### config.mk
export PLATFORM = sky130hd
export DESIGN_NAME = lsu_split_flat
export DESIGN_NICKNAME = d
export VERILOG_FILES = /design/src/rtl/lsu_split_pkg.sv /design/src/rtl/lsu_split_if.sv /design/src/rtl/lsu_split_rd_assemble.sv /design/src/rtl/lsu_split.sv /design/src/flat_wrapper.sv
export SDC_FILE = /design/constraint.sdc
export NUM_CORES = 1
export LEC_CHECK = 0
export BUFFER_PORTS_ARGS = -buffer_cell sky130_fd_sc_hd__buf_4
export CAP_MARGIN = 20
export CORE_UTILIZATION = 55
export CTS_CLUSTER_DIAMETER = 120
export CTS_CLUSTER_SIZE = 25
export DETAILED_ROUTE_END_ITERATION = 10
export HOLD_SLACK_MARGIN = 0.1
export PLACE_DENSITY = 0.86
export SYNTH_ARGS = -nofsm -noshare
export SYNTH_HDL_FRONTEND = slang
export SYNTH_SLANG_ARGS = --single-unit
### constraint.sdc
create_clock -name clk -period 5.6 [get_ports clk]
set_clock_uncertainty 0.2 [all_clocks]
set_input_delay 0.56 -clock clk [delete_from_list [all_inputs] [get_ports clk]]
set_output_delay 0.56 -clock clk [all_outputs]
set_load 0.02 [all_outputs]
### src/rtl/lsu_split_pkg.sv
// lsu_pkg: shared types for the load/store splitter, including the mem access-type and errno codes.
// lsu_nbeats decides whether a request needs splitting and how many byte beats it takes.
package lsu_pkg;
    typedef enum logic [2:0] {
        MEM_DT_BYTE,
        MEM_DT_HALF,
        MEM_DT_WORD,
        MEM_DT_UBYTE,
        MEM_DT_UHALF
    } mem_dt_e;

    typedef enum logic [3:0] {
        ERR_OK         = 4'd0,
        ERR_MISALIGNED = 4'd1,
        ERR_RANGE      = 4'd2
    } errno_e;

    typedef enum logic [1:0] {IDLE, BEAT, RESP} lsu_state_e;

    localparam int LSU_MAX_BEATS = 4;

    typedef struct packed {
        logic       mis;
        logic [2:0] nbeats;
    } lsu_split_t;

    function automatic lsu_split_t lsu_nbeats(input logic [1:0] a, input mem_dt_e dt);
        lsu_split_t s;
        s.mis    = ((dt == MEM_DT_HALF || dt == MEM_DT_UHALF) && a[0]) || (dt == MEM_DT_WORD && a != 2'b00);
        s.nbeats = !s.mis ? 3'd1 : (dt == MEM_DT_WORD ? 3'd4 : 3'd2);
        return s;
    endfunction
endpackage

### src/rtl/lsu_split_if.sv
// lsu_split_if: CPU-side request/response handshake of the load/store splitter.
interface lsu_split_if;
    logic                 req_valid;
    logic                 req_ready;
    logic [31:0]          req_addr;
    logic [31:0]          req_wd;
    logic                 req_we;
    lsu_pkg::mem_dt_e     req_dt;
    logic                 rsp_valid;
    logic                 rsp_ready;
    logic [31:0]          rsp_rdata;
    lsu_pkg::errno_e      rsp_err;

    modport master (
        output req_valid, req_addr, req_wd, req_we, req_dt, rsp_ready,
        input  req_ready, rsp_valid, rsp_rdata, rsp_err
    );
    modport slave (
        input  req_valid, req_addr, req_wd, req_we, req_dt, rsp_ready,
        output req_ready, rsp_valid, rsp_rdata, rsp_err
    );
endinterface

### src/rtl/lsu_split_rd_assemble.sv
// lsu_rd_assemble: collects load data per beat (whole word, or one byte lane per split beat)
// and applies the final sign/zero extension for split half loads.
module lsu_rd_assemble
    import lsu_pkg::*;
(
    input  logic        clk,
    input  logic        rst_n,
    input  logic        clr,
    input  logic        cap,
    input  logic        split,
    input  logic [1:0]  k,
    input  mem_dt_e     dt,
    input  logic [31:0] rd,
    output logic [31:0] rdata
);
    logic [31:0] data_q, data_d, lane;

    always_comb begin
        lane   = 32'hFF << {k, 3'b000};
        data_d = clr ? '0 : !cap ? data_q :
                 split ? (data_q & ~lane) | ({24'b0, rd[7:0]} << {k, 3'b000}) : rd;
        rdata  = split && dt == MEM_DT_HALF  ? {{16{data_q[15]}}, data_q[15:0]} :
                 split && dt == MEM_DT_UHALF ? {16'b0, data_q[15:0]} : data_q;
    end

    always_ff @(posedge clk or negedge rst_n) begin
        if (!rst_n) data_q <= '0;
        else        data_q <= data_d;
    end
endmodule

### src/rtl/lsu_split.sv
// lsu_split: load/store front end for strict-aligned mem; misaligned half/word accesses become UBYTE beats.
// Splitting needs CONFIG_LSU_SPLIT_MISALIGNED_EN; without it misaligned requests answer ERR_MISALIGNED at once.
module lsu_split
    import lsu_pkg::*;
#(
    parameter int MAX_BEATS = LSU_MAX_BEATS
) (
    input  logic        clk,
    input  logic        rst_n,
    lsu_split_if.slave  bus,
    output logic [31:0] m_addr,
    output logic [31:0] m_wd,
    output logic        m_we,
    output mem_dt_e     m_dt,
    input  logic [31:0] m_rd,
    input  errno_e      m_err
);
    lsu_state_e  state_q, state_d;
    logic [31:0] addr_q, addr_d, wd_q, wd_d;
    logic        we_q, we_d, split_q, split_d;
    mem_dt_e     dt_q, dt_d;
    logic [2:0]  nbeats_q, nbeats_d;
    logic [1:0]  k_q, k_d;
    errno_e      err_q, err_d;
    lsu_split_t  sp;
    logic        clr, cap;

    always_comb begin
        sp            = lsu_nbeats(bus.req_addr[1:0], bus.req_dt);
        state_d       = state_q;
        addr_d        = addr_q;
        wd_d          = wd_q;
        we_d          = we_q;
        dt_d          = dt_q;
        split_d       = split_q;
        nbeats_d      = nbeats_q;
        k_d           = k_q;
        err_d         = err_q;
        clr           = 1'b0;
        cap           = 1'b0;
        bus.req_ready = state_q == IDLE;
        bus.rsp_valid = state_q == RESP;
        bus.rsp_err   = err_q;
        m_addr        = '0;
        m_wd          = '0;
        m_we          = 1'b0;
        m_dt          = MEM_DT_WORD;
        case (state_q)
            IDLE: if (bus.req_valid) begin
                addr_d   = bus.req_addr;
                wd_d     = bus.req_wd;
                we_d     = bus.req_we;
                dt_d     = bus.req_dt;
                split_d  = sp.mis;
                nbeats_d = sp.nbeats;
                k_d      = 2'd0;
                clr      = 1'b1;
`ifdef CONFIG_LSU_SPLIT_MISALIGNED_EN
                err_d    = ERR_OK;
                state_d  = BEAT;
`else
                err_d    = sp.mis ? ERR_MISALIGNED : ERR_OK;
                state_d  = sp.mis ? RESP : BEAT;
`endif
            end
            BEAT: begin
                m_addr  = split_q ? addr_q + {30'b0, k_q} : addr_q;
                m_dt    = split_q ? MEM_DT_UBYTE : dt_q;
                m_wd    = split_q ? {24'b0, wd_q[{k_q, 3'b000} +: 8]} : wd_q;
                m_we    = we_q;
                cap     = !we_q;
                err_d   = errno_e'(err_q | m_err);
                k_d     = k_q + 2'd1;
                state_d = {1'b0, k_q} == nbeats_q - 3'd1 ? RESP : BEAT;
            end
            RESP: state_d = bus.rsp_ready ? IDLE : RESP;
            default: state_d = IDLE;
        endcase
    end

    always_ff @(posedge clk or negedge rst_n) begin
        if (!rst_n) begin
            state_q  <= IDLE;
            addr_q   <= '0;
            wd_q     <= '0;
            we_q     <= 1'b0;
            dt_q     <= MEM_DT_WORD;
            split_q  <= 1'b0;
            nbeats_q <= 3'd1;
            k_q      <= 2'd0;
            err_q    <= ERR_OK;
        end else begin
            state_q  <= state_d;
            addr_q   <= addr_d;
            wd_q     <= wd_d;
            we_q     <= we_d;
            dt_q     <= dt_d;
            split_q  <= split_d;
            nbeats_q <= nbeats_d;
            k_q      <= k_d;
            err_q    <= err_d;
        end
    end

    lsu_rd_assemble u_rd (
        .clk   (clk),
        .rst_n (rst_n),
        .clr   (clr),
        .cap   (cap),
        .split (split_q),
        .k     (k_q),
        .dt    (dt_q),
        .rd    (m_rd),
        .rdata (bus.rsp_rdata)
    );

    assert property (@(posedge clk) disable iff (!rst_n) nbeats_q <= 3'(MAX_BEATS));
endmodule

### src/flat_wrapper.sv
// flat-port wrapper written by rule: the top's interface ports become plain ports
module lsu_split_flat import lsu_pkg::*;
#(
    parameter int MAX_BEATS = LSU_MAX_BEATS
)
  (clk, rst_n, m_addr, m_wd, m_we, m_dt, m_rd, m_err, bus_req_valid, bus_req_addr, bus_req_wd, bus_req_we, bus_req_dt, bus_rsp_ready, bus_req_ready, bus_rsp_valid, bus_rsp_rdata, bus_rsp_err);
  lsu_split_if bus_i ();
  input  logic clk;
  input  logic rst_n;
  output logic [31:0] m_addr;
  output logic [31:0] m_wd;
  output logic m_we;
  output mem_dt_e m_dt;
  input  logic [31:0] m_rd;
  input  errno_e m_err;
  input wire logic [$bits(bus_i.req_valid)-1:0] bus_req_valid;
  input wire logic [$bits(bus_i.req_addr)-1:0] bus_req_addr;
  input wire logic [$bits(bus_i.req_wd)-1:0] bus_req_wd;
  input wire logic [$bits(bus_i.req_we)-1:0] bus_req_we;
  input wire logic [$bits(bus_i.req_dt)-1:0] bus_req_dt;
  input wire logic [$bits(bus_i.rsp_ready)-1:0] bus_rsp_ready;
  output wire logic [$bits(bus_i.req_ready)-1:0] bus_req_ready;
  output wire logic [$bits(bus_i.rsp_valid)-1:0] bus_rsp_valid;
  output wire logic [$bits(bus_i.rsp_rdata)-1:0] bus_rsp_rdata;
  output wire logic [$bits(bus_i.rsp_err)-1:0] bus_rsp_err;
  assign bus_i.req_valid = bus_req_valid;
  assign bus_i.req_addr = bus_req_addr;
  assign bus_i.req_wd = bus_req_wd;
  assign bus_i.req_we = bus_req_we;
  assign bus_i.req_dt = bus_req_dt;
  assign bus_i.rsp_ready = bus_rsp_ready;
  assign bus_req_ready = bus_i.req_ready;
  assign bus_rsp_valid = bus_i.rsp_valid;
  assign bus_rsp_rdata = bus_i.rsp_rdata;
  assign bus_rsp_err = bus_i.rsp_err;
  lsu_split #(.MAX_BEATS(MAX_BEATS)) u_core (.clk(clk), .rst_n(rst_n), .bus(bus_i), .m_addr(m_addr), .m_wd(m_wd), .m_we(m_we), .m_dt(m_dt), .m_rd(m_rd), .m_err(m_err));
endmodule
# Yosys cells after proc, flatten, opt, wreduce, memory -nomap -nowiden
# Cells that the tools add are included.
[word_totals]
inputBits = 108
output_inout_bits = 106
register_bits = 112
[op_classes]
n_reduce_logical = 13
n_shift = 3
n_bitwise = 4
n_mux = 27
add_sub_neg = 3
n_eq_ne = 9
[op_table]
columns = ["op", "count"]
rows = [
  ["32-bit two-way mux", 9],
  ["32-bit by 2-bit adder with 32-bit output", 1],
  ["32-bit AND", 1],
  ["32-bit inverter", 1],
  ["32-bit bitwise OR", 1],
  ["32-bit by 6-bit indexed part select with 8-bit output", 1],
  ["8-bit by 5-bit << shifter with 32-bit output", 1],
  ["8-bit by 5-bit << shifter with 32-bit output (first input constant)", 1],
  ["3-bit two-way mux", 4],
  ["2-bit two-way mux", 5],
  ["4-bit one-hot mux with 2 select lines", 1],
  ["3-bit by 1-bit == test with 1-bit output (second input constant)", 2],
  ["3-bit == test (second input constant)", 2],
  ["2-bit one-hot mux with 3 select lines", 1],
  ["2-bit nonzero test", 3],
  ["1-bit two-way mux", 5],
  ["1-bit logical AND", 4],
  ["4-bit two-way mux", 1],
  ["4-bit bitwise OR", 1],
  ["2-bit one-hot mux with 2 select lines", 1],
  ["2-bit AND reduction", 2],
  ["2-bit by 3-bit == test with 1-bit output", 1],
  ["3-bit by 2-bit == test with 1-bit output (second input constant)", 1],
  ["3-bit by 1-bit subtractor with 3-bit output (second input constant)", 1],
  ["7 further kinds", 8],
]

# Logic depth before layout (Yosys ltp)
[logic_depth]
depth_word = 7
ltp_mapped = 9

# Cells and area by module
# A second synthesis with hierarchy kept.
[unflattened]
hier_cells = 799
hier_area_um2 = 6600.1
[by_module_without_submodules]
columns = ["mod", "area_each_um2", "instances", "cells_per_inst", "seq_area_each_um2"]
rows = [
  ["lsu_split", 4458.0, 1, 569, 2004.4],
  ["lsu_rd_assemble", 2142.1, 1, 230, 800.8],
]

# Worst setup path after synthesis
# Ideal clock, no wire load.
[synth_path]
path_type = "register to output"
startpoint = "register u_core.k_q[1]"
endpoint = "output m_addr[18]"
path_buffers = 3
stages_incl_launch_ff = 9
setup_slack_ns = 1.734
t_arrival_ns = 3.106
path_cell_list = "dfrtp_1 > buf_1 > inv_2 > fa_1 > and4b_1 > clkbuf_1 > nand4_1 > clkbuf_1 > o41ai_1"
[synth_between]
elab_chain_cells = 3
[synth_rtl]
columns = ["item", "line_no", "rtl"]
rows = [
  ["from (decl)", "lsu_split.sv:23", "logic [1:0] k_q, k_d;"],
  ["from (signal assigned)", "lsu_split.sv:100", "k_q <= k_d;"],
  ["32-bit by 2-bit adder with 32-bit output", "lsu_split.sv:67", "m_addr = split_q ? addr_q + {30'b0, k_q} : addr_q;"],
  ["32-bit two-way mux", "lsu_split.sv:67", ""],
  ["32-bit two-way mux", "lsu_split.sv:48", "case (state_q)"],
  ["to (decl)", "flat_wrapper.sv:10", "output logic [31:0] m_addr;"],
]
# Every way passes these cells.

# Final worst setup path
[layout_path]
startpoint = "register u_core.k_q[1]"
endpoint = "output m_addr[20]"
# Same word-level chain as after synthesis.

==> metrics <==
Setup violations, final=0; Post-Syn Nets=907; critical path, cell by cell=inv_2 -> fa_1 -> and4b_1 -> nand4_1 -> or4_1 -> a21oi_1 -> buf_4; count leader, synth=nand2_1; clk_lat worst skew=0.33 ns; WP data required=4.84 ns; crit-path leading delay family=simple AND/OR/NAND/NOR gates; CP Buf/Inv Count=2; Hold Fails Final Rpt=0; Setup Buffers After CTS=0; Die ar.=0.01217 mm²; met2 Use GR=46.54%; max capacitance violation total=0; Slew Viols, Final=0; Critical Path Start Type=flip-flop; PwrDens=574.2 mW/mm²; GRT overflow=0; FFs w/ async S/R, synth=100.0%; Clock power frac=12.9%; initial antenna violation count=0; status=completed; critical path arrival=3.64 ns; share of the synthesized area in the top cell type=42.67%; Synth Warn #=0; Switch Pwr=2.198 mW; die width=110.3 µm; Reg clk slew, reported paths=0.08 ns; final wirelength=18070 µm; sequential area share after synthesis=43.48%; number of global-route vias before repair=5642; TritonCTS Buffers=9; H-tree lvl count=3; Top FF cell, synth=dfrtp_1; DR DRC count=0; pin slew with the least headroom to its limit=0.9726 ns; commonest cells in the netlist=nand2_1, dfrtp_1, a21oi_1, nor2_1, clkbuf_1; layout net count=1076; Post-CTS Resized=0; sum of negative setup slack=0 ns; slowest CP cell=dfrtp_1; CP Capture Type=primary output; number of core rows=39; TritonCTS Sinks=112; Root Buffer=clkbuf_16; critical path peak fanout=17; Hold Crit Class=in -> async; Yosys reg bits=112; most area-hungry cell type in the Yosys netlist=dfrtp_1; CTS Hold Buffers Added=0; Internal=2.562 mW; max incr delay on CP=0.82 ns; CTS tree=yes; first-pass GRT wire length=27790 µm; top cells by area, synth=dfrtp_1, nand2_1, a21oi_1; initial DRC count=570; Tcrit/Tclk final=78.64%; Post-Synthesis Cells=791; n_diodes=0; largest net degree at the start of global routing=70; Die Y-Extent=110.3 µm; Yosys cell types=46; placer's final routability congestion estimate=0.8825; worst vdd ir=0.3650 mV; combinational cell fraction of total power=54.5%; RSZ-0062 raised after global routing=no; Seq pwr share=32.6%; layout cells sized above 1=25.73%; Max clock buf depth=2; vias after detailed routing=6299; DR pass1 iterations=5; Core Area=0.01142 mm²; M1 GR Usage=41.33%; port bufs=213; Leakage=4.239 nW; DR WL/cell=16.32 µm; CP Class=reg -> out; Total Routing Usage GR=29.70%; GR peak layer=met2; post-route antenna net violation count=0; fmax=0.2271 GHz; Detail Placement HPWL=12890 µm; number of vias per cell=5.690; sw frac=46.18%; met3 Use GR=4.350%; Util after Layout=72.58%; synth-to-layout area growth=28.47%; fin crit period=4.404 ns; EDFF count, synth=0; Post-Syn Area=0.006451 mm²; Initial Util=56.50%; Slew headroom=34.66%; Avg Inst Size Synth=8.156 µm²; I/O pin count=214
[placed cells by master (no fill, tap or decap), types with 2 or more instances in the layout]
| cell type | instances |
|---|---|
| dfstp_2 | 2 |
| clkbuf_16 | 9 |
| o21a_1 | 3 |
| or4_1 | 12 |
| nor2_1 | 43 |
| nor3_1 | 5 |
| xor2_1 | 7 |
| mux2i_1 | 11 |
| a21o_1 | 16 |
| nand3_1 | 6 |
| or3_1 | 9 |
| inv_1 | 10 |
| and4_1 | 4 |
| nand2_1 | 218 |
| o21ai_0 | 26 |
| dfrtp_1 | 109 |
| inv_6 | 3 |
| nor2b_1 | 30 |
| ha_1 | 7 |
| buf_4 | 224 |
| o31ai_1 | 20 |
| and3_1 | 4 |
| a22o_1 | 33 |
| nand2b_1 | 7 |
| and2_1 | 28 |
| a21oi_1 | 79 |
| nand4_1 | 8 |
| xnor2_1 | 8 |
[through the flow]
step	cell area, µm²	hold WS (ns)	worst slack (ns)	instances	power, mW
after floorplan	6451	0.06441	1.734	791	3.252
after global placement	8001	0.2535	1.654	1091	4.067
after detailed placement	8001	0.2586	1.592	1091	4.126
after CTS	8280	0.1329	1.220	1106	4.750
after global routing	8288	0.1647	0.9998	1107	5.125
final	8288	0.09903	1.196	1107	4.759
[layer usage]
layer | vias up | share of wire, %
li1 | 3010 | -
met1 | 2982 | 43
met2 | 265 | 47
met3 | 42 | 6.5
met4 | 0 | 3.4
met5 | - | 0
[worst paths after layout]
kind | start | end | slack (ns) | cells past startpoint
max | u_core.k_q[1] | m_addr[20] | 1.20 | 7
min | rst_n | u_core.u_rd.data_q[1] | 0.1 | 1
max reg2reg | u_core.state_q[0] | u_core.bus.rsp_err[0] | 2.83 | 5
min reg2reg | u_core.wd_q[6] | u_core.wd_q[6] | 0.27 | 2
max in group asynchronous | rst_n | u_core.split_q | 3.89 | 2
min in group clk | bus_req_addr[12] | u_core.addr_q[12] | 0.21 | 3
[kinds of logic (layout without fill, tap and decap cells)]
kind of cell    Yosys count  after routing  synth area share [%]
simple gates            384            384                 27.56
compound gates          184            184                 18.04
flops                   112            112                 43.48
buf+inv                  77            250                 5.508
xor+xnor                 15             15                 2.037
mux                      11             11                 1.707
fa+ha+maj                 8              8                 1.668
[final cells by class]
type	count	area, µm²
Tap cell	143	178.9
Multi-Input combinational cell	602	3301
Sequential cell	112	2806
Fill cell	948	3131
Inverter	11	41.29
Clock buffer	10	239.0
Timing Repair Buffer	224	1682
Clock inverter	5	40.04
[power by group through the flow]
stage	combinational (mW)	clock [mW]	sequential (mW)
finish	2.59	0.615	1.55
global route	2.87	0.657	1.60
CTS	2.59	0.619	1.54
detailed placement	2.58	0	1.55
global placement	2.53	0	1.54
floorplan	1.81	0	1.44
[sequential cells by signal, summed over array words and instances (netlist names)]
name,count
u_core.dt_q,3
u_core.addr_q,32
u_core.nbeats_q,3
u_core.bus.rsp_err,4
u_core.k_q,2
u_core.wd_q,32
u_core.split_q,1
u_core.we_q,1
u_core.state_q,2
u_core.u_rd.data_q,32
(Power assumes the default switching activity.)
